===== src/rtl/alu_exec_unit.sv =====
// Execution unit: single-cycle logic/arithmetic ops, bit-serial shifts and
// an iterative shift-add multiplier behind a start/busy/done handshake.
module alu_exec_unit #(
  parameter int WIDTH = 32
) (
  input  logic             clk,
  input  logic             reset,
  input  logic             start,
  input  logic [3:0]       aluControl,
  input  logic [WIDTH-1:0] srcA,
  input  logic [WIDTH-1:0] srcB,
  output logic             busy,
  output logic             done,
  output logic [WIDTH-1:0] aluResult,
  output logic             zero
);

  localparam int SHW = $clog2(WIDTH);
  localparam int CW  = SHW + 1;
  localparam logic [CW-1:0] MUL_STEPS = CW'(WIDTH);

  localparam logic [3:0] OP_AND = 4'b0000;
  localparam logic [3:0] OP_OR  = 4'b0001;
  localparam logic [3:0] OP_ADD = 4'b0010;
  localparam logic [3:0] OP_SLL = 4'b0011;
  localparam logic [3:0] OP_SRL = 4'b0100;
  localparam logic [3:0] OP_SRA = 4'b0101;
  localparam logic [3:0] OP_SUB = 4'b0110;
  localparam logic [3:0] OP_SLT = 4'b0111;
  localparam logic [3:0] OP_MUL = 4'b1000;

  typedef enum logic [1:0] {IDLE, SHIFT, MUL} state_t;

  state_t           state, state_next;
  logic [3:0]       op, op_next;
  logic [WIDTH-1:0] work, work_next;     // shift operand, or multiplicand
  logic [WIDTH-1:0] mplier, mplier_next;
  logic [WIDTH-1:0] acc, acc_next;
  logic [CW-1:0]    cnt, cnt_next;
  logic [WIDTH-1:0] result, result_next;
  logic             zero_r, zero_next;
  logic             done_r, done_next;

  logic [WIDTH-1:0] single_res;
  logic [WIDTH-1:0] shifted;
  logic [WIDTH-1:0] mul_sum;
  logic [SHW-1:0]   shamt;

  assign shamt = srcB[SHW-1:0];

  always_comb begin
    single_res = '0;
    case (aluControl)
      OP_AND:  single_res = srcA & srcB;
      OP_OR:   single_res = srcA | srcB;
      OP_ADD:  single_res = srcA + srcB;
      OP_SUB:  single_res = srcA - srcB;
      OP_SLT:  single_res = ($signed(srcA) < $signed(srcB)) ? {{(WIDTH-1){1'b0}}, 1'b1} : '0;
      // a zero-distance shift completes immediately with the operand unchanged
      OP_SLL, OP_SRL, OP_SRA: single_res = srcA;
      default: single_res = '0;
    endcase
  end

  always_comb begin
    shifted = work;
    case (op)
      OP_SLL:  shifted = {work[WIDTH-2:0], 1'b0};
      OP_SRL:  shifted = {1'b0, work[WIDTH-1:1]};
      OP_SRA:  shifted = {work[WIDTH-1], work[WIDTH-1:1]};
      default: shifted = work;
    endcase
  end

  assign mul_sum = acc + (mplier[0] ? work : '0);

  always_comb begin
    state_next  = state;
    op_next     = op;
    work_next   = work;
    mplier_next = mplier;
    acc_next    = acc;
    cnt_next    = cnt;
    result_next = result;
    zero_next   = zero_r;
    done_next   = 1'b0;

    case (state)
      IDLE: begin
        if (start) begin
          op_next = aluControl;
          if ((aluControl == OP_SLL || aluControl == OP_SRL || aluControl == OP_SRA) &&
              (shamt != '0)) begin
            work_next  = srcA;
            cnt_next   = {1'b0, shamt};
            state_next = SHIFT;
          end else if (aluControl == OP_MUL) begin
            work_next   = srcA;
            mplier_next = srcB;
            acc_next    = '0;
            cnt_next    = MUL_STEPS;
            state_next  = MUL;
          end else begin
            result_next = single_res;
            zero_next   = (single_res == '0);
            done_next   = 1'b1;
          end
        end
      end
      SHIFT: begin
        work_next = shifted;
        cnt_next  = cnt - 1'b1;
        if (cnt == CW'(1)) begin
          result_next = shifted;
          zero_next   = (shifted == '0);
          done_next   = 1'b1;
          state_next  = IDLE;
        end
      end
      MUL: begin
        acc_next    = mul_sum;
        work_next   = {work[WIDTH-2:0], 1'b0};
        mplier_next = {1'b0, mplier[WIDTH-1:1]};
        cnt_next    = cnt - 1'b1;
        if (cnt == CW'(1)) begin
          result_next = mul_sum;
          zero_next   = (mul_sum == '0);
          done_next   = 1'b1;
          state_next  = IDLE;
        end
      end
      default: state_next = IDLE;
    endcase
  end

  always_ff @(posedge clk or posedge reset) begin
    if (reset) begin
      state  <= IDLE;
      op     <= '0;
      work   <= '0;
      mplier <= '0;
      acc    <= '0;
      cnt    <= '0;
      result <= '0;
      zero_r <= 1'b1;
      done_r <= 1'b0;
    end else begin
      state  <= state_next;
      op     <= op_next;
      work   <= work_next;
      mplier <= mplier_next;
      acc    <= acc_next;
      cnt    <= cnt_next;
      result <= result_next;
      zero_r <= zero_next;
      done_r <= done_next;
    end
  end

  // busy covers the multi-cycle states only, so it never overlaps done
  assign busy      = (state != IDLE);
  assign done      = done_r;
  assign aluResult = result;
  assign zero      = zero_r;

endmodule


===== config.mk =====
export PLATFORM = sky130hd
export DESIGN_NAME = alu_exec_unit
export DESIGN_NICKNAME = d
export VERILOG_FILES = /design/src/rtl/alu_exec_unit.sv
export SDC_FILE = /design/constraint.sdc
export NUM_CORES = 1
export LEC_CHECK = 0
export BUFFER_PORTS_ARGS = -buffer_cell sky130_fd_sc_hd__buf_2
export CORE_UTILIZATION = 35
export DETAILED_ROUTE_END_ITERATION = 8
export SLEW_MARGIN = 20
export SYNTH_ARGS = -nofsm -noshare
export SYNTH_HDL_FRONTEND = slang
export SYNTH_SLANG_ARGS = --single-unit

===== constraint.sdc =====
create_clock -name clk -period 4.8 [get_ports clk]
set_input_delay 0.72 -clock clk [delete_from_list [all_inputs] [get_ports clk]]
set_output_delay 0.72 -clock clk [all_outputs]
set_load 0.02 [all_outputs]

Word level (Yosys, flattened, before mapping)

Index checks and enable logic that the tools add are counted.

Reductions and logical operators: 21
Magnitude comparators: 1
Bitwise operators: 2
$add $sub $neg: 4
Equality and inequality tests: 22
Multiplexer cells: 42

Operators with widths:

| cell                                                                | number |
|---|---|
| 32-bit 2-to-1 mux                                                   | 15 |
| 32-bit case mux with 3 select lines                                 | 3 |
| 32-bit case mux with 6 select lines                                 | 1 |
| 32-bit case mux with 2 select lines                                 | 2 |
| 32-bit logical NOT                                                  | 3 |
| 32-bit adder                                                        | 2 |
| 32-bit bitwise AND                                                  | 1 |
| 32-bit less-than comparator                                         | 1 |
| 32-bit OR                                                           | 1 |
| 32-bit subtractor                                                   | 1 |
| 4-bit by 3-bit == test with 1-bit output (second input constant)    | 6 |
| 6-bit 2-to-1 mux                                                    | 3 |
| 4-bit by 2-bit == test with 1-bit output (second input constant)    | 3 |
| 2-bit != test (second input constant)                               | 6 |
| 6-bit case mux with 2 select lines                                  | 1 |
| 1-bit 2-to-1 mux                                                    | 10 |
| 3-bit AND reduction                                                 | 3 |
| 2-bit 2-to-1 mux                                                    | 4 |
| 6-bit by 1-bit == test with 1-bit output (second input constant)    | 1 |
| 6-bit AND reduction                                                 | 1 |
| 2-bit nonzero test                                                  | 3 |
| 6-bit by 1-bit subtractor with 6-bit output (second input constant) | 1 |
| 5-bit nonzero test                                                  | 1 |
| 4-bit by 1-bit == test with 1-bit output (second input constant)    | 1 |
| other kinds (17)                                                    | 18 |

Output and inout port bits: 35
Bits in registers: 142
Input bits: 71
Word-level logic and storage cells: 101

Longest topological paths before layout

Depth after elaboration: 8
Mapped depth: 16
Gate-level depth less buffers: 15

Worst setup path before layout

OpenSTA, ideal clock, no wires.

Path kind: reg2reg
From: reg mplier[0]
To: reg zero_r, in the netlist zero
Path buffers: 1
Data arrival time: 4.073 ns
Period minus slack after synthesis: 4.134 ns
Setup slack: 0.666 ns
Cell stages (with the launch flop): 16
Cells stage by stage: dfrtp_1 -> clkbuf_1 -> and2_1 -> ha_1 -> fa_1 -> xor2_1 -> or4_1 -> or4_1 -> or4_1 -> nor3_2 -> nand4_1 -> nor4b_2 -> nand4b_1 -> or4_1 -> a211oi_1 -> a221o_1

Cells in the longest elaborated chain, start to end: 5

Ends and longest elaborated chain:

| element                            | line | RTL |
|---|---|---|
| from (decl)                        | 37   | `logic [WIDTH-1:0] mplier, mplier_next;` |
| from (signal assigned)             | 151  | `mplier <= mplier_next;` |
| 32-bit 2-to-1 mux                  | 75   | `assign mul_sum = acc + (mplier[0] ? work : '0);` |
| 32-bit adder                       | 75   |  |
| 32-bit logical NOT                 | 127  | `zero_next = (mul_sum == '0);` |
| 1-bit 2-to-1 mux                   | 125  | `if (cnt == CW'(1)) begin` |
| 1-bit case mux with 3 select lines | 88   | `case (state)` |
| to (signal assigned)               | 155  | `zero_r <= zero_next;` |
| to (decl)                          | 41   | `logic zero_r, zero_next;` |

Every way passes these cells. The select of a mux whose other input is x is not followed.
A chain may end at the register's enable or synchronous reset.

Worst setup path in the final report

Same ends and word-level chain as after synthesis.

==> impl_metrics.yaml <==
critical_path:
  cp.arrival_ps: 4910
  critPathLaunch: "mplier[0]"
  critPathMaxFanout: 3
  r2r_cells: 14
  worstSetupStartpointType: "register"
  r2r_start: "mplier[0]"
  end_kind: "register"
  required_ps: 5200
  worst-setup-path-type: "reg2reg"
  r2r_setup_slack_ps: 290
  critPathCapture: "zero"
  regToRegEndpoint: "zero"
pwr:
  power.leakage_nw: 7.80
  p_sw_mw: 3.98
  combinationalPowerShare: 0.554
  vdd_drop_max_mv: 0.323
  p_sw_frac: 0.505
  cellPowerDensity_nw_per_um2: 456
  intPower_mw: 3.91
  p_seq_frac: 0.267
  clkPwrFrac: 0.179
timing:
  min_period_ps: 4510
  maxSlewHeadroom: 0.388
  fin_crit_sh: 0.939
  fin_skew_ps: 13.3
  worst_slack_ps: 293
  max_freq_mhz: 222
  tightestPinTransition_ps: 916
  hold_ws_ps: 375
  rsz0062_at_grt: "false"
  drv_slew: 0
  setup_violations: 0
  finalHoldViolCount: 0
  finalSetupTns_ps: 0
drt:
  vias: 16298
  drt-total-wl_um: 57800
  drc: 0
  postRouteAntennaNets: 0
  via_per_inst: 5.91
  drt_iter0_markers: 1490
  first_pass_iters: 6
  wl_per_cell_um: 21.0
die:
  initial_core_util: 0.356
  ios: 106
  die_w_um: 211
  dieArea_um2: 44600
  core_um2: 43100
  rows: 76
  die_height_um: 211
finish:
  nets: 2379
  drive_gt1_frac: 0.118
  syn2layout_area_growth_pct: 13.1
  stdcell_area_um2: 17300
  fin_cells: 2757
synthesis:
  yosysSeqAreaShare: 0.232
  synth-seq-cells: 142
  synth_edf_count: 0
  synthCells: 2102
  syn_area_um2: 15300
  yosysTopAreaCell: "dfrtp_1"
  synthDistinctLibCells: 83
  postSynth.asyncResetShare: 1.00
  syn-num-nets: 2321
  syn_area_per_cell_um2: 7.29
  ys_top_cells_by_area: "dfrtp_1 23%, ha_1 12%, nand2_1 8.2%"
  synth_common_cells: "335 x nand2_1, 206 x o21ai_0, 174 x a21oi_1, 158 x nor2_1, 145 x ha_1"
  synth.top_cell.area_share: 0.230
  synth_most_common_cell: "nand2_1"
  synth_warnings: 0
  synth-main-ff-cell: "dfrtp_1"
place:
  portBuffers: 105
  place_hpwl_um: 43900
  place_inst: 2726
  dpl_cell_area_um2: 16700
  pre_cts_ws_ps: -343
  gp_congestion: 0.962
global_route:
  grt_pass1_vias: 15234
  antenna_found_initial: 1
  grt_max_degree: 72
  grt-ovfl-total: 0
  grt_usage: 0.258
  grt_pass1_wl_um: 89300
clocking:
  insertion_delay_ps: 460
  cts.sinks: 142
  cts_tree: "done"
  post_cts_resized: 0
  clk_pin_slew_ps: 70
  clockBufferDepth: 2
  cts-hold-fix-buffers: 0
  cts_buffers: 17
  cts_setup_buffers: 0
  htreeDepth: 4
  root_buffer: "clkbuf_16"
outcome:
  status: "complete, no violations"
flow_run:
  max-cap-violations: 0
worst_hold_path:
  hp-class: "in2async"
worst min path at each step:
stage	from	endpoint	slack (ps)	cells past startpoint
6_report	reset	cnt[4]	380	2
5_1_grt	reset	mplier[0]	430	2
4_1_cts	reset	mplier[0]	390	2
3_5_place_dp	aluResult[8]	aluResult[8]	460	2
3_3_place_gp	aluResult[8]	aluResult[8]	450	2
2_1_floorplan	mplier[10]	mplier[10]	450	2
per-stage QoR:
step	total power, mW	util
after floorplan	4.90	-
after global placement	6.36	0.388
after detailed placement	6.40	0.388
after CTS	7.83	0.401
after global routing	8.41	0.402
final	7.90	0.402
power groups by stage:
| stage | Clock, mW | Sequential (mW) | Combinational, mW |
|---|---|---|---|
| after global placement | 0 | 2.10 | 4.26 |
| after detailed placement | 0 | 2.11 | 4.29 |
| after floorplan | 0 | 2.06 | 2.84 |
| final | 1.41 | 2.11 | 4.38 |
| after global routing | 1.48 | 2.16 | 4.76 |
| after CTS | 1.43 | 2.09 | 4.31 |
state kept, by name, indices dropped and copies added (netlist names):
register	cells
done	1
cnt	6
op	4
acc	32
state	2
zero	1
work	32
aluResult	32
mplier	32
cell usage in the layout, fill, tap and decap left out, types with 13 or more instances in the layout:
| cell | netlist | layout |
|---|---|---|
| o21bai_1 | 13 | 13 |
| and2_1 | 44 | 44 |
| ha_1 | 145 | 143 |
| or3_1 | 15 | 15 |
| xnor2_1 | 26 | 26 |
| a221o_1 | 17 | 17 |
| mux2i_1 | 37 | 37 |
| nor3_1 | 46 | 46 |
| a221oi_1 | 36 | 35 |
| buf_4 | 0 | 76 |
| nand3_1 | 43 | 43 |
| nor4_1 | 17 | 15 |
| o21ai_0 | 206 | 206 |
| nor2b_1 | 18 | 18 |
| o22ai_1 | 18 | 18 |
| a22oi_1 | 38 | 38 |
| o31ai_1 | 35 | 35 |
| buf_2 | 9 | 105 |
| clkbuf_16 | 0 | 17 |
| nor2_1 | 158 | 157 |
| dfrtp_1 | 141 | 141 |
| a21oi_1 | 174 | 172 |
| a31oi_1 | 17 | 17 |
| a211oi_1 | 21 | 21 |
| nand4_1 | 16 | 16 |
| nand2_1 | 335 | 335 |
| a21o_1 | 28 | 28 |
| inv_1 | 110 | 109 |
cell type report:
| class | instances | area (um2) |
|---|---|---|
| fillers | 4501 | 25800 |
| well taps | 585 | 732 |
| clock buffers | 19 | 453 |
| flip-flops and latches | 142 | 3550 |
| repair buffers | 183 | 1140 |
| clock inverters | 11 | 133 |
| inverters | 112 | 425 |
| diodes | 1 | 2.50 |
| multi-input cells | 1704 | 10900 |
per-layer routing:
metal  global-route usage  part of all wire  routed length, um  up-vias
met5                    0                 0                  0        -
li1                     -                 -                  -     7702
met2                0.418              0.46              26800      693
met4               0.0967             0.031               1770        0
met3               0.0363             0.062               3590       95
met1                0.347              0.44              25700     7808
cell families (layout without fill, tap and decap cells):
logic type	after synthesis	in the layout	share of synthesized area
AO/OA/AOI/OAI	712	712	0.299
XOR/XNOR	38	38	0.0217
flip-flops	142	142	0.232
AND/OR/NAND/NOR	758	758	0.229
multiplexers	48	48	0.0323
other	0	1	0
buffers and inverters	256	325	0.0635
adder cells (fa/ha/maj)	148	148	0.122
critical path: stages (launching register included):
cell	delay [ps]
dfrtp_1	420
and2_1	180
ha_1	210
fa_1	450
xor2_1	190
or4_1	400
or4_1	410
or4_1	520
nor3_2	170
nand4_1	170
nor4b_2	280
nand4b_1	120
or4_1	460
a211oi_1	320
a221o_1	160
Power figures use the tool's default switching activity.
